==> config.mk <==
export PLATFORM = sky130hd
export DESIGN_NAME = usb_rx_wire_sampler
export DESIGN_NICKNAME = d
export VERILOG_FILES = /design/src/rtl/usb_rx_wire_sampler.sv
export SDC_FILE = /design/constraint.sdc
export NUM_CORES = 1
export LEC_CHECK = 0
export ABC_AREA = 1
export CAP_MARGIN = 30
export CORE_MARGIN = 3
export CORE_UTILIZATION = 45
export DETAILED_ROUTE_END_ITERATION = 12
export PLACE_DENSITY = 0.66
export SLEW_MARGIN = 20
export SYNTH_ARGS = -nofsm -noshare
export SYNTH_HDL_FRONTEND = slang
export SYNTH_SLANG_ARGS = --single-unit
==> constraint.sdc <==
create_clock -name clk -period 1.7 [get_ports clk]
set_clock_uncertainty 0.2 [all_clocks]
set_input_delay 0.34 -clock clk [delete_from_list [all_inputs] [get_ports clk]]
set_output_delay 0.34 -clock clk [all_outputs]
set_load 0.03 [all_outputs]
==> src/rtl/usb_rx_wire_sampler.sv <==
// USB receive front end: two-flop pin synchroniser, edge-realigned bit phase counter,
// one {D+,D-} sample + strobe per bit period. Optional stability filter: USB_RX_GLITCH_FILTER_EN.
module usb_rx_wire_sampler #(
    parameter int FS_DIV = 4,
    parameter int LS_DIV = 32,
    parameter int CNT_W  = 6
) (
    input  logic       clk,
    input  logic       rst,
    input  logic       usbDp,
    input  logic       usbDm,
    input  logic       fullSpeedRate,
    output logic [1:0] RxWireDataOut,
    output logic       RxWireDataWEn
);

    // Terminal and mid-bit counts kept separately so LS_DIV == 2**CNT_W still works.
    localparam logic [CNT_W-1:0] FS_LAST = CNT_W'(FS_DIV - 1);
    localparam logic [CNT_W-1:0] FS_HALF = CNT_W'(FS_DIV / 2);
    localparam logic [CNT_W-1:0] LS_LAST = CNT_W'(LS_DIV - 1);
    localparam logic [CNT_W-1:0] LS_HALF = CNT_W'(LS_DIV / 2);

    typedef enum logic {ST_FILL, ST_RUN} state_t;

    state_t           state, stateNext;
    logic [1:0]       fillCnt, fillCntNext;
    logic             dpS1, dpS2, dmS1, dmS2;
    logic [1:0]       lineSync, lineCur, lineSyncPrev;
    logic             rateReg;
    logic [CNT_W-1:0] phaseCnt, phaseNext, divLast, divHalf;
    logic             edgeDet, rateChg, sampleHit;

    assign lineSync = {dpS2, dmS2};

    always_ff @(posedge clk) begin
        if (rst) begin
            dpS1 <= 1'b0;
            dpS2 <= 1'b0;
            dmS1 <= 1'b0;
            dmS2 <= 1'b0;
        end else begin
            dpS1 <= usbDp;
            dpS2 <= dpS1;
            dmS1 <= usbDm;
            dmS2 <= dmS1;
        end
    end

`ifdef USB_RX_GLITCH_FILTER_EN
    // First stage equal to second stage means the synchronised value has held two cycles;
    // comparing here rather than after lineSync keeps the added latency to one clk.
    logic [1:0] lineFilt;

    always_ff @(posedge clk) begin
        if (rst)
            lineFilt <= 2'b00;
        else if ({dpS1, dmS1} == lineSync)
            lineFilt <= lineSync;
    end

    assign lineCur = lineFilt;
`else
    assign lineCur = lineSync;
`endif

    assign edgeDet = (lineCur != lineSyncPrev);
    assign rateChg = (rateReg != fullSpeedRate);
    assign divLast = rateReg ? FS_LAST : LS_LAST;
    assign divHalf = rateReg ? FS_HALF : LS_HALF;

    always_ff @(posedge clk) begin
        if (rst) begin
            state         <= ST_FILL;
            fillCnt       <= 2'd0;
            phaseCnt      <= '0;
            lineSyncPrev  <= 2'b00;
            rateReg       <= 1'b0;
            RxWireDataOut <= 2'b00;
            RxWireDataWEn <= 1'b0;
        end else begin
            state         <= stateNext;
            fillCnt       <= fillCntNext;
            phaseCnt      <= phaseNext;
            lineSyncPrev  <= lineCur;
            rateReg       <= fullSpeedRate;
            RxWireDataWEn <= sampleHit;
            if (sampleHit)
                RxWireDataOut <= lineCur;
        end
    end

    always_comb begin
        stateNext   = state;
        fillCntNext = fillCnt;
        phaseNext   = phaseCnt;
        sampleHit   = 1'b0;
        case (state)
            ST_FILL: begin
                phaseNext = '0;
                if (fillCnt == 2'd2) begin
                    stateNext   = ST_RUN;
                    fillCntNext = 2'd0;
                end else begin
                    fillCntNext = fillCnt + 2'd1;
                end
            end
            ST_RUN: begin
                // Edges and rate changes realign the bit phase and win over a mid-bit sample.
                sampleHit = (phaseCnt == divHalf) && !edgeDet && !rateChg;
                if (rateChg || edgeDet)
                    phaseNext = '0;
                else if (phaseCnt == divLast)
                    phaseNext = '0;
                else
                    phaseNext = phaseCnt + CNT_W'(1);
            end
            default: stateNext = ST_FILL;
        endcase
    end

endmodule
### Word level (Yosys, flattened, before mapping)

Cells that the tools add are included.

* bits in registers: 19
* output and inout port bits: 3
* input bits: 5

* bitwise gates (word level): 1
* reductions and logical operators: 5
* equal/unequal tests: 5
* mux-type cells: 9
* $add $sub $neg: 2

Operators by type and width (count)
* $eq 6x5->1: 2
* $mux 6: 2
* $pmux 6 s2: 1
* $mux 5: 2
* $add 6x1->6 const B: 1
* $mux 1: 3
* $add 2x1->2 const B: 1
* $eq 2x2->1 const B: 1
* $logic_and 1x1->1: 2
* $logic_not 1->1: 2
* $mux 2: 1
* $ne 2x2->1: 1
* $logic_or 1x1->1: 1
* $ne 1x1->1: 1
* $not 1->1: 1

### Depth between registers and ports, before layout

* depth after elaboration: 5
* mapped depth: 9
* gate-level depth less buffers: 8

### Least setup slack after synthesis

Ideal clock, no wire load.

* kind: register to register
* start point: reg rateReg
* end point: reg RxWireDataOut[0]
* library setup time: 0.113 ns
* arrival: 0.893 ns
* setup slack: 0.494 ns
* cell stages (with the launch flop): 10
* required time: 1.387 ns
* buffers on the path: 1
* period minus slack after synthesis: 1.206 ns
* cells stage by stage: dfxtp_1 buf_6 inv_2 nand2_1 nand2_1 nand2_1 nor2_1 nand3_1 nand2_1 nor2_1

* word-level cells in the longest chain between the ends: 5

Ends and longest elaborated chain
* start: declaration: line 29 `logic rateReg;`
* start signal: assignment: line 85 `rateReg <= fullSpeedRate;`
* $mux 5: line 69 `assign divHalf = rateReg ? FS_HALF : LS_HALF;`
* $eq 6x5->1: line 109 `sampleHit = (phaseCnt == divHalf) && !edgeDet && !rateChg;`
* $logic_and 1x1->1: line 109
* $logic_and 1x1->1 (*): line 109
* $mux 1 (*): line 97 `case (state)`
* end signal: assignment: line 88 `RxWireDataOut <= lineCur;`
* end: declaration: line 13 `output logic [1:0] RxWireDataOut,`

Every way passes the cells marked *; elsewhere a longest branch is shown, timed or not.
A chain may end at the register's enable or synchronous reset.

### Worst setup path in the final report

* start point: reg RxWireDataOut[1]
* end point: out RxWireDataOut[1]

No word-level cell between the ends.

==> metrics.md <==
| Metric | Value |
|---|---|
| CTS Buffer Depth | `2` |
| Warnings, synthesis | `0` |
| Share of layout cells above drive strength 1 | `15.7%` |
| WS Path Type | `reg2out` |
| Mapped Area | `840 sq um` |
| Int Power | `0.000611 W` |
| Seq cells post-synth | `19` |
| Most frequent cells in the layout | `nor2_1 (24), dfxtp_1 (19), nand2_1 (18), inv_1 (16), nand3_1 (7)` |
| Hold endpoint | `dpS2$_SDFF_PP0_` |
| Core Area | `1630 sq um` |
| Clk pwr share | `26.6%` |
| DRC | `0` |
| HP Start | `dpS1$_SDFF_PP0_` |
| Total power | `0.000819 W` |
| GRT Total Usage | `11.3%` |
| Max-cap viol count | `0` |
| Sw Share | `25.4%` |
| Reg-to-Reg End | `RxWireDataOut[1]$_SDFFE_PP0P_` |
| Max Fanout on Critical Path | `2` |
| Buffers and inverters on the worst path | `1` |
| Reg power frac | `59.9%` |
| Port Buffer Count | `7` |
| Clock root buffer | `clkbuf_4` |
| Nets@finish | `128` |
| CP max stage delay | `0.40 ns` |
| Element type at the critical path start | `flop` |
| Leak | `0.416 nW` |
| Register Area | `380 sq um` |
| Reg2Reg Depth | `7` |
| Num ports | `8` |
| # diodes | `0` |
| Initial antenna violation count | `0` |
| CP Capture Type | `primary output` |
| Seq/Total Area, Yosys | `45.3%` |
| Post-Syn Nets | `116` |
| Top post-synthesis cells by area | `dfxtp_1 (45%), nor2_1 (11%), nand2_1 (8.0%)` |
| HP Class | `reg2reg` |
| Die area | `2420 sq um` |
| Syn avg cell area | `7.63 sq um` |
| Post-synth top area share | `45.3%` |
| Worst Setup Slack, final | `0.142 ns` |
| Max frequency | `642 MHz` |
| Commonest non-fill, non-tap cell in the layout | `nor2_1` |
| CTS clk-pin slew, worst paths | `0.10 ns` |
| Hpwl dp | `983 microns` |
| Status | `finished clean` |
| Slowest CP cell | `dlygate4sd2_1` |
| DRT Pass-1 Iters | `5` |
| Hold path cells | `2` |
| Die width | `49.2 microns` |
| PwrDens | `852 nW/um^2` |
| Yosys top cell by area | `dfxtp_1` |
| Gpl congestion | `0.756` |
| Slew @ Worst Pin | `0.323 ns` |
| R2R Path Start | `rateReg$_SDFF_PP0_` |
| DRT antenna net count | `0` |
| Final period utilization | `91.7%` |
| Grt total ovfl | `0` |
| CTS Hold Bufs | `0` |
| Worst endpoint required time | `1.16 ns` |
| Cts bufs inserted | `3` |
| CTS tree | `yes` |
| Fill cell total of the finished layout | `166` |
| Die height | `49.2 microns` |
| Worst-path cell chain | `dlygate4sd2_1` |
| Final WL | `1.22 mm` |
| Skew-Pair Late Insertion Delay | `0.29 ns` |
| Net Sw Power | `0.000208 W` |
| CTS H-tree depth | `1` |
| Num rows | `14` |
| Largest net degree at the start of global routing | `11` |
| Yosys cell types | `20` |
| Max_slew headroom | `78.4%` |
| Combinational power share | `13.5%` |
| Reg2reg setup slack | `0.31 ns` |
| Wire length per cell | `8.38 microns` |
| Post-Synthesis Cells | `110` |
| Place WS | `-0.0529 ns` |
| VDD IR max | `0.511 mV` |
| Total number of vias | `645` |
| Setup-failing EPs final | `0` |
| Layout area overhead | `14.5%` |
| Final Slew Violations | `0` |
| Area of the multi-input gates | `372 sq um` |
| Final Hold Viols | `0` |
| RSZ-0062 raised after global routing | `no` |
| Drt first-iter violations | `5` |
| Post-layout minimum cycle time | `1.56 ns` |
| CTS Sinks | `19` |
| Top delay family on crit path | `buffers and inverters` |
| First-pass GRT wire length | `2.12 mm` |
| Crit path DAT | `1.02 ns` |
| Vias per cell | `4.45` |
| Vias in the first global route | `539` |
| Initial Util | `51.5%` |
sequential cells by signal, indices dropped and copies added (netlist names):
name and cells:
RxWireDataOut 2, RxWireDataWEn 1, dmS1 1, dmS2 1, dpS1 1, dpS2 1
fillCnt 2, lineSyncPrev 2, phaseCnt 6, rateReg 1, state 1
timing repair:
| action | in CTS | in global routing |
|---|---|---|
| resized for setup | 3 | 0 |
| buffers inserted | 0 | 0 |
| endpoints found under the setup margin | 3 | 0 |
how the worst max path moves through the flow:
stage                                              from                            end  slack [ns]  cells past startpoint
after floorplan                      rateReg$_SDFF_PP0_  RxWireDataOut[0]$_SDFFE_PP0P_        0.49                      9
after global placement                    fullSpeedRate         phaseCnt[4]$_SDFF_PP0_       -0.02                      5
after detailed placement                  fullSpeedRate         phaseCnt[2]$_SDFF_PP0_       -0.05                      5
after CTS                 RxWireDataOut[1]$_SDFFE_PP0P_               RxWireDataOut[1]        0.13                      1
after global routing      RxWireDataOut[1]$_SDFFE_PP0P_               RxWireDataOut[1]        0.09                      1
final                     RxWireDataOut[1]$_SDFFE_PP0P_               RxWireDataOut[1]        0.14                      1
cells in the mapped netlist:
| cell | n |
|---|---|
| dfxtp_1 | 19 |
| inv_1 | 16 |
| nand2_1 | 18 |
| a21oi_1 | 1 |
| buf_2 | 1 |
| ha_1 | 1 |
| xnor2_1 | 2 |
| buf_6 | 1 |
| nand3_1 | 7 |
| nor2_2 | 3 |
| o21ai_0 | 1 |
| nor3_1 | 1 |
| a211oi_1 | 1 |
| inv_2 | 3 |
| xor2_1 | 3 |
| nor2_4 | 2 |
| nand3_2 | 3 |
| nand2_2 | 2 |
| nor2_1 | 24 |
| xor2_2 | 1 |
cell families after synthesis:
family                     after synthesis  share of synthesized area (%)
xor gates and xnor gates                 6                           7.15
DFF                                     19                           45.3
buffers and inverters                   21                           10.4
AOI/OAI and AO/OA                        3                           2.09
and+or+nand+nor                         60                           33.5
adders and majority gates                1                           1.49
per-layer routing:
layer	GRT usage, %	wire [microns]	vias to the layer above
li1	-	-	349
met2	18.3	556	8
met1	13.3	597	284
met3	2.75	34	4
met5	0	0	-
met4	7.11	27	0
power groups by stage:
stage	clock, W	sequential, W	combinational [W]
3_5_place_dp	0	0.000502	0.000112
6_report	0.000218	0.000491	0.000110
3_3_place_gp	0	0.000501	0.000110
4_1_cts	0.000231	0.000491	0.000111
5_1_grt	0.000258	0.000494	0.000128
2_1_floorplan	0	0.000497	0.0000877
stage by stage:
step	TNS (ns)	area (sq um)	hold WS, ns	utilization, %	instances
floorplan	0	840	0.188	-	110
global placement	-0.104	938	0.193	57.6	141
global route	0	961	0.225	59.0	145
CTS	0	961	0.213	59.0	145
finish	0	961	0.207	59.0	145
detailed placement	-0.238	938	0.198	57.6	141
layout make-up:
type                            instances  area share, %
Clock buffer                            4           2.73
Inverter                               19           7.42
Multi-Input combinational cell         70           38.7
Sequential cell                        19           39.6
Tap cell                               24           3.12
Timing Repair Buffer                    9           8.46
Note: power is estimated with default switching activity, not from simulation.
